===== src/rtl/msu_pkg.sv =====
// Shared MSU definitions: reduction-tree defaults, beat sideband type and
// helpers that size the pipelined column-sum tree.
package msu_pkg;

    localparam int unsigned RedTreeLevelsPerStage = 2;
    localparam int unsigned RedAccGuardBits       = 8;

    typedef struct packed {
        logic acc;
        logic last;
    } red_sum_side_t;

    // Nodes left after halving n a given number of times; odd leftovers survive.
    function automatic int unsigned red_tree_nodes(int unsigned n, int unsigned levels);
        int unsigned c;
        c = n;
        for (int unsigned k = 0; k < levels; k++) begin
            c = (c + 1) / 2;
        end
        return c;
    endfunction

    function automatic int unsigned red_tree_stages(int unsigned num_terms,
                                                    int unsigned levels_per_stage);
        if (num_terms <= 1) begin
            return 0;
        end
        return (int'($clog2(num_terms)) + levels_per_stage - 1) / levels_per_stage;
    endfunction

endpackage


===== src/rtl/red_sum_tree_stage.sv =====
// Combinational slice of the adder tree: NumLevels pairwise-add levels over
// a node array; an odd last node at any level passes through unchanged.
module red_sum_tree_stage
    import msu_pkg::*;
#(
    parameter  int unsigned InNodes   = 2,
    parameter  int unsigned NodeBits  = 8,
    parameter  int unsigned NumLevels = 1,
    localparam int unsigned OutNodes  = red_tree_nodes(InNodes, NumLevels)
) (
    input  logic [NodeBits-1:0] in_nodes  [InNodes],
    output logic [NodeBits-1:0] out_nodes [OutNodes]
);

    // One spare column keeps the pair index in range for odd node counts.
    logic [NodeBits-1:0] lvl [NumLevels+1][InNodes+1];

    always_comb begin
        int unsigned cnt;
        lvl = '{default: '0};
        cnt = InNodes;
        for (int unsigned i = 0; i < InNodes; i++) begin
            lvl[0][i] = in_nodes[i];
        end
        for (int unsigned k = 0; k < NumLevels; k++) begin
            for (int unsigned j = 0; j < (InNodes + 1) / 2; j++) begin
                if (2 * j + 1 < cnt) begin
                    lvl[k+1][j] = lvl[k][2*j] + lvl[k][2*j+1];
                end else if (2 * j < cnt) begin
                    lvl[k+1][j] = lvl[k][2*j];
                end
            end
            cnt = (cnt + 1) / 2;
        end
    end

    always_comb begin
        for (int unsigned j = 0; j < OutNodes; j++) begin
            out_nodes[j] = lvl[NumLevels][j];
        end
    end

endmodule


===== src/rtl/red_sum_tree_pipe.sv =====
// Pipelined column summer: registered adder tree with global-stall flow
// control and an optional per-frame accumulator in the output stage.
module red_sum_tree_pipe
    import msu_pkg::*;
#(
    parameter int unsigned NumTerms       = 16,
    parameter int unsigned TermBits       = 32,
    parameter int unsigned LevelsPerStage = RedTreeLevelsPerStage,
    parameter int unsigned AccGuardBits   = RedAccGuardBits,
    parameter int unsigned SumBits        = TermBits + $clog2(NumTerms) + AccGuardBits
) (
    input  logic                clk_i,
    input  logic                rst_i,
    input  logic                in_valid_i,
    output logic                in_ready_o,
    input  logic [TermBits-1:0] in_terms_i [NumTerms],
    input  logic                in_acc_i,
    input  logic                in_last_i,
    output logic                out_valid_o,
    input  logic                out_ready_i,
    output logic [SumBits-1:0]  out_sum_o,
    output logic                out_ovf_o
);

    localparam int unsigned Levels   = $clog2(NumTerms);
    localparam int unsigned P        = red_tree_stages(NumTerms, LevelsPerStage);
    localparam int unsigned TreeBits = TermBits + Levels;

    typedef logic [TreeBits-1:0] node_t;

    if (SumBits < TermBits + Levels) begin : g_bad_width
        $error("red_sum_tree_pipe: SumBits too narrow for an exact tree result");
    end

    logic advance;
    assign advance    = ~out_valid_o | out_ready_i;
    assign in_ready_o = advance & ~rst_i;

    // feed_* index s is the input to tree stage s; index P feeds the output stage.
    node_t         feed_data  [P+1][NumTerms];
    logic          feed_valid [P+1];
    red_sum_side_t feed_side  [P+1];

    for (genvar i = 0; i < NumTerms; i++) begin : g_feed0
        assign feed_data[0][i] = TreeBits'(in_terms_i[i]);
    end
    assign feed_valid[0] = in_valid_i & in_ready_o;
    assign feed_side[0]  = '{acc: in_acc_i, last: in_last_i};

    for (genvar s = 0; s < P; s++) begin : g_stage
        localparam int unsigned FirstLvl = s * LevelsPerStage;
        localparam int unsigned StLevels = (Levels - FirstLvl < LevelsPerStage) ?
                                           (Levels - FirstLvl) : LevelsPerStage;
        localparam int unsigned InCnt    = red_tree_nodes(NumTerms, FirstLvl);
        localparam int unsigned OutCnt   = red_tree_nodes(NumTerms, FirstLvl + StLevels);

        node_t         st_in  [InCnt];
        node_t         st_out [OutCnt];
        node_t         q_data [OutCnt];
        logic          q_valid;
        red_sum_side_t q_side;

        for (genvar i = 0; i < InCnt; i++) begin : g_in
            assign st_in[i] = feed_data[s][i];
        end

        red_sum_tree_stage #(
            .InNodes  (InCnt),
            .NodeBits (TreeBits),
            .NumLevels(StLevels)
        ) u_stage (
            .in_nodes (st_in),
            .out_nodes(st_out)
        );

        always_ff @(posedge clk_i) begin
            if (rst_i) begin
                q_valid <= 1'b0;
            end else if (advance) begin
                q_valid <= feed_valid[s];
            end
        end

        always_ff @(posedge clk_i) begin
            if (advance) begin
                q_side <= feed_side[s];
                q_data <= st_out;
            end
        end

        for (genvar i = 0; i < NumTerms; i++) begin : g_out
            if (i < OutCnt) begin : g_live
                assign feed_data[s+1][i] = q_data[i];
            end else begin : g_zero
                assign feed_data[s+1][i] = '0;
            end
        end
        assign feed_valid[s+1] = q_valid;
        assign feed_side[s+1]  = q_side;
    end

    logic [SumBits-1:0] acc;
    logic               sticky;
    logic [SumBits-1:0] tree_ext;
    logic [SumBits:0]   acc_next;

    assign tree_ext = SumBits'(feed_data[P][0]);
    assign acc_next = {1'b0, acc} + {1'b0, tree_ext};

    // Pass beats leave acc/sticky alone so they can sit inside an open frame.
    always_ff @(posedge clk_i) begin
        if (rst_i) begin
            out_valid_o <= 1'b0;
            out_sum_o   <= '0;
            out_ovf_o   <= 1'b0;
            acc         <= '0;
            sticky      <= 1'b0;
        end else if (advance) begin
            out_valid_o <= 1'b0;
            if (feed_valid[P]) begin
                if (!feed_side[P].acc) begin
                    out_valid_o <= 1'b1;
                    out_sum_o   <= tree_ext;
                    out_ovf_o   <= 1'b0;
                end else if (!feed_side[P].last) begin
                    acc    <= acc_next[SumBits-1:0];
                    sticky <= sticky | acc_next[SumBits];
                end else begin
                    out_valid_o <= 1'b1;
                    out_sum_o   <= acc_next[SumBits-1:0];
                    out_ovf_o   <= sticky | acc_next[SumBits];
                    acc         <= '0;
                    sticky      <= 1'b0;
                end
            end
        end
    end

    logic [NumTerms*TermBits-1:0] terms_flat;
    always_comb begin
        terms_flat = '0;
        for (int unsigned i = 0; i < NumTerms; i++) begin
            terms_flat[i*TermBits +: TermBits] = in_terms_i[i];
        end
    end

    a_hold_stable: assert property (@(posedge clk_i) disable iff (rst_i)
        (in_valid_i && !in_ready_o) |=> $stable({terms_flat, in_acc_i, in_last_i}));

endmodule


===== config.mk =====
export PLATFORM = sky130hd
export DESIGN_NAME = red_sum_tree_pipe
export DESIGN_NICKNAME = d
export VERILOG_FILES = /design/src/rtl/msu_pkg.sv /design/src/rtl/red_sum_tree_stage.sv /design/src/rtl/red_sum_tree_pipe.sv
export SDC_FILE = /design/constraint.sdc
export NUM_CORES = 1
export LEC_CHECK = 0
export CORE_MARGIN = 5
export CORE_UTILIZATION = 38
export CTS_BUF_LIST = sky130_fd_sc_hd__clkbuf_8 sky130_fd_sc_hd__clkbuf_16
export CTS_CLUSTER_DIAMETER = 60
export DETAILED_ROUTE_END_ITERATION = 8
export GPL_TIMING_DRIVEN = 0
export PLACE_DENSITY = 0.66
export SLEW_MARGIN = 10
export SYNTH_ARGS = -nofsm -noshare
export SYNTH_HDL_FRONTEND = slang
export SYNTH_SLANG_ARGS = --single-unit

===== constraint.sdc =====
create_clock -name clk_i -period 8.1 [get_ports clk_i]
set_input_delay 2.025 -clock clk_i [delete_from_list [all_inputs] [get_ports clk_i]]
set_output_delay 2.025 -clock clk_i [all_outputs]
set_load 0.03 [all_outputs]

==> flow_metrics.py <==
metrics = {
    "placement": {
        "gp_congestion": 0.9280,
        "dp_hpwl_um": 87550,
        "port_buffers": 563,
        "postPlaceCellArea_um2": 39120,
        "dpl.cell_count": 5408,
    },
    "global_route": {
        "globalRouteTotalUtil_pct": 21.56,
        "grt_first_pass_wirelength_um": 157300,
        "grt_max_degree": 97,
        "grt_pass1_vias": 29110,
        "antenna_found_initial": 24,
        "grt-ovfl-total": 0,
    },
    "drt": {
        "via_per_inst": 5.470,
        "vias": 30000,
        "routed_wl_um": 102300,
        "post_drt_wl_per_cell_um": 18.65,
        "ant_nets": 0,
        "drtIter0Drc": 1841,
        "dr.pass1.iters": 6,
        "drc": 0,
    },
    "logic_synthesis": {
        "yosys_warnings": 0,
        "yosysSeqAreaShare_pct": 22.31,
        "synth_ff_type": "edfxtp_1",
        "async_flop_share_pct": 0,
        "netlist_area_um2": 32030,
        "synthCells": 3710,
        "yosysUniqueCellTypes": 79,
        "ys_ff_latch": 269,
        "synth_edf_count": 176,
        "syn_avg_cell_area_um2": 8.634,
        "synthesis.nets": 4768,
    },
    "critical_path": {
        "critical_path_arrival_ns": 7.56,
        "crit_family": "compound AO/OA/AOI/OAI gates",
        "r2r_cells": 17,
        "crit_end": "feed_data[1111]",
        "cp_num_buf_inv": 3,
        "crit_chain": "clkdlybuf4s50_1, ha_1, inv_1, fa_1, nor2b_1, o31a_1, o211ai_1, a211oi_1, a31oi_1, o21bai_1, a21oi_1, xnor2_1, ha_1, clkbuf_1, nand3_1, nor2_1, and4_1, nand4_1, a31oi_1, o21a_1, nor4_1, o41ai_1, xor2_1",
        "slowest_stage": "a211oi_1",
        "cp-end-kind": "flop",
        "reg2reg_from": "feed_data[1009]",
        "crit_fanout": 7,
        "cp_num_cells": 23,
        "slowest_delay_ns": 0.81,
        "crit_start": "in_terms_i[320]",
        "path_class": "input pin to flop",
        "timing.rr.end": "g_stage[1].q_data[33]",
        "cp-start-kind": "input pin",
        "reg2reg_slack_ns": 2.59,
        "critPathRequiredTime_ns": 8.35,
    },
    "layout": {
        "areaGrowthSynthToFinish_pct": 25.84,
        "finalNonFillerCells": 5484,
        "final_area_um2": 40310,
        "drive_gt1_share_pct": 2.490,
        "fin_nets": 5370,
    },
    "clocking": {
        "cts_tree": "yes",
        "hold_buffers": 0,
        "cts_resized": 0,
        "cts_root_buffer": "clkbuf_16",
        "cts_sinks": 269,
        "postCtsSetupBuffers": 0,
        "clkTransAtPathRegs_ns": 0.06,
        "cts_buffers": 36,
        "htree_levels": 2,
        "clkLatencyLatePin_ns": 0.52,
        "clockBufferDepth": 3,
    },
    "status": {
        "status": "finished clean",
    },
    "die": {
        "die_w_um": 300.3,
        "rows": 106,
        "die_area_um2": 90200,
        "dieHeight_um": 300.3,
        "io_pins": 565,
        "core_area_um2": 83690,
        "initial_utilization_pct": 38.27,
    },
    "power_and_ir_drop": {
        "powerDensity_nw_per_um2": 379.3,
        "p_total_w": 0.01529,
        "peakVddDrop_mv": 0.3956,
        "p_leak_nw": 17.17,
    },
    "timing": {
        "post-route-period-util_pct": 90.19,
        "hold_viol_final": 0,
        "fmaxAchievable_mhz": 136.9,
        "setup_viol": 0,
        "fin_worst_skew_ns": 0.01706,
        "min_period_ns": 7.305,
        "worst_pin_slew_ns": 1.092,
        "slew_viol_final": 0,
        "rsz0062_at_grt": "no",
        "relSlewSlack_pct": 25.30,
        "fin_setup_tns_ns": 0,
    },
    "worst_hold_path": {
        "hp-class": "flop to flop",
    },
    "job": {
        "maxCapViolCount": 0,
    },
}
-- worst min path at each step --
stage | start | to | slack, ns | cells after the start
2_1_floorplan | feed_side[2] | feed_side[0] | 0.40 | 0
3_3_place_gp | feed_side[3] | feed_side[1] | 0.41 | 0
3_5_place_dp | feed_side[2] | feed_side[0] | 0.40 | 0
4_1_cts | feed_side[2] | feed_side[0] | 0.42 | 0
5_1_grt | feed_side[3] | feed_side[1] | 0.43 | 0
6_report | feed_side[2] | feed_side[0] | 0.42 | 0
-- metrics by stage --
step / hold slack (ns) / utilization [%] / setup WS (ns)
5_1_grt: 0.4349 / 48.15 / 0.3965
2_1_floorplan: 0.4003 / - / 1.674
4_1_cts: 0.4188 / 48.12 / 0.8645
3_3_place_gp: 0.4062 / 46.70 / 0.2276
6_report: 0.4183 / 48.16 / 0.7945
3_5_place_dp: 0.4045 / 46.75 / 0.3416
-- power by group --
group / total, W / internal (W) / switching, W
registers: 0.00305 / 0.00262 / 0.000431
logic: 0.0107 / 0.00474 / 0.00596
clock network: 0.00154 / 0.000898 / 0.000637
-- Yosys cell counts (66+ instances only) --
cell type	n	share of area, %
nand2_1	206	2.4
nor3_1	66	1.0
edfxtp_1	176	17
o21a_1	78	1.8
dfxtp_1	93	5.8
o21ai_0	237	3.7
xnor2_1	289	7.9
ha_1	459	18
nand3_1	90	1.4
xor2_1	96	2.6
inv_1	171	2.0
a21oi_1	400	6.3
nor2_1	294	3.4
a21o_1	204	4.8
fa_1	81	5.1
-- placed cells by master (no fill, tap or decap), drive strengths merged, types with 12 or more instances in the layout --
| master | synthesis | layout |
|---|---|---|
| clkinv | 1 | 12 |
| nor2 | 294 | 294 |
| nand2b | 50 | 50 |
| a31oi | 35 | 35 |
| a2111oi | 15 | 15 |
| a31o | 17 | 17 |
| o31a | 16 | 16 |
| o21ai | 237 | 237 |
| xnor2 | 289 | 289 |
| nand3 | 90 | 90 |
| mux2i | 17 | 17 |
| nand4 | 35 | 35 |
| nand2 | 206 | 206 |
| xor2 | 96 | 96 |
| inv | 172 | 181 |
| a211o | 13 | 13 |
| o211ai | 27 | 27 |
| or2 | 16 | 16 |
| and2 | 18 | 18 |
| a21boi | 18 | 18 |
| o21bai | 58 | 58 |
| nor2b | 43 | 43 |
| a211oi | 48 | 48 |
| o21a | 78 | 78 |
| dfxtp | 93 | 93 |
| a21o | 204 | 204 |
| o31ai | 22 | 22 |
| or3 | 22 | 22 |
| diode | 0 | 13 |
| edfxtp | 176 | 176 |
| and3 | 42 | 42 |
| a22oi | 27 | 27 |
| clkdlybuf4s50 | 0 | 563 |
| nor3 | 66 | 66 |
| fa | 81 | 81 |
| a21oi | 401 | 401 |
| clkbuf | 63 | 102 |
| ha | 459 | 459 |
-- sequential cells by signal (all words and copies together) (netlist names) --
register and cells:
g_stage.q_data 36, feed_data 136, out_sum_o 44, out_valid_o 1, g_stage.q_valid 2, sticky 1, acc 44, feed_side 4
out_ovf_o 1
-- cells by family after synthesis --
logic type	Yosys count	share of synthesized area [%]
adders and majority gates	540	22.99
muxes	17	0.5312
xor gates and xnor gates	385	10.53
and+or+nand+nor	934	14.01
DFF	269	22.31
buffers and inverters	241	2.832
AOI/OAI and AO/OA	1324	26.79
-- routing by layer --
layer | track usage [%] | wire length [um]
met1 | 26.71 | 42520
met4 | 4.822 | 2334
met2 | 39.38 | 51190
met3 | 3.401 | 6132
met5 | 0 | 83
-- layout make-up --
type | count | area, um2
diodes | 13 | 32.53
fillers | 8064 | 43380
multi-input cells | 3200 | 23980
flip-flops and latches | 269 | 7147
plain buffers | 68 | 257.7
well taps | 1134 | 1419
clock inverters | 24 | 200.2
clock buffers | 39 | 953.4
inverters | 173 | 656.9
repair buffers | 564 | 5663
Power figures use the tool's default switching activity.
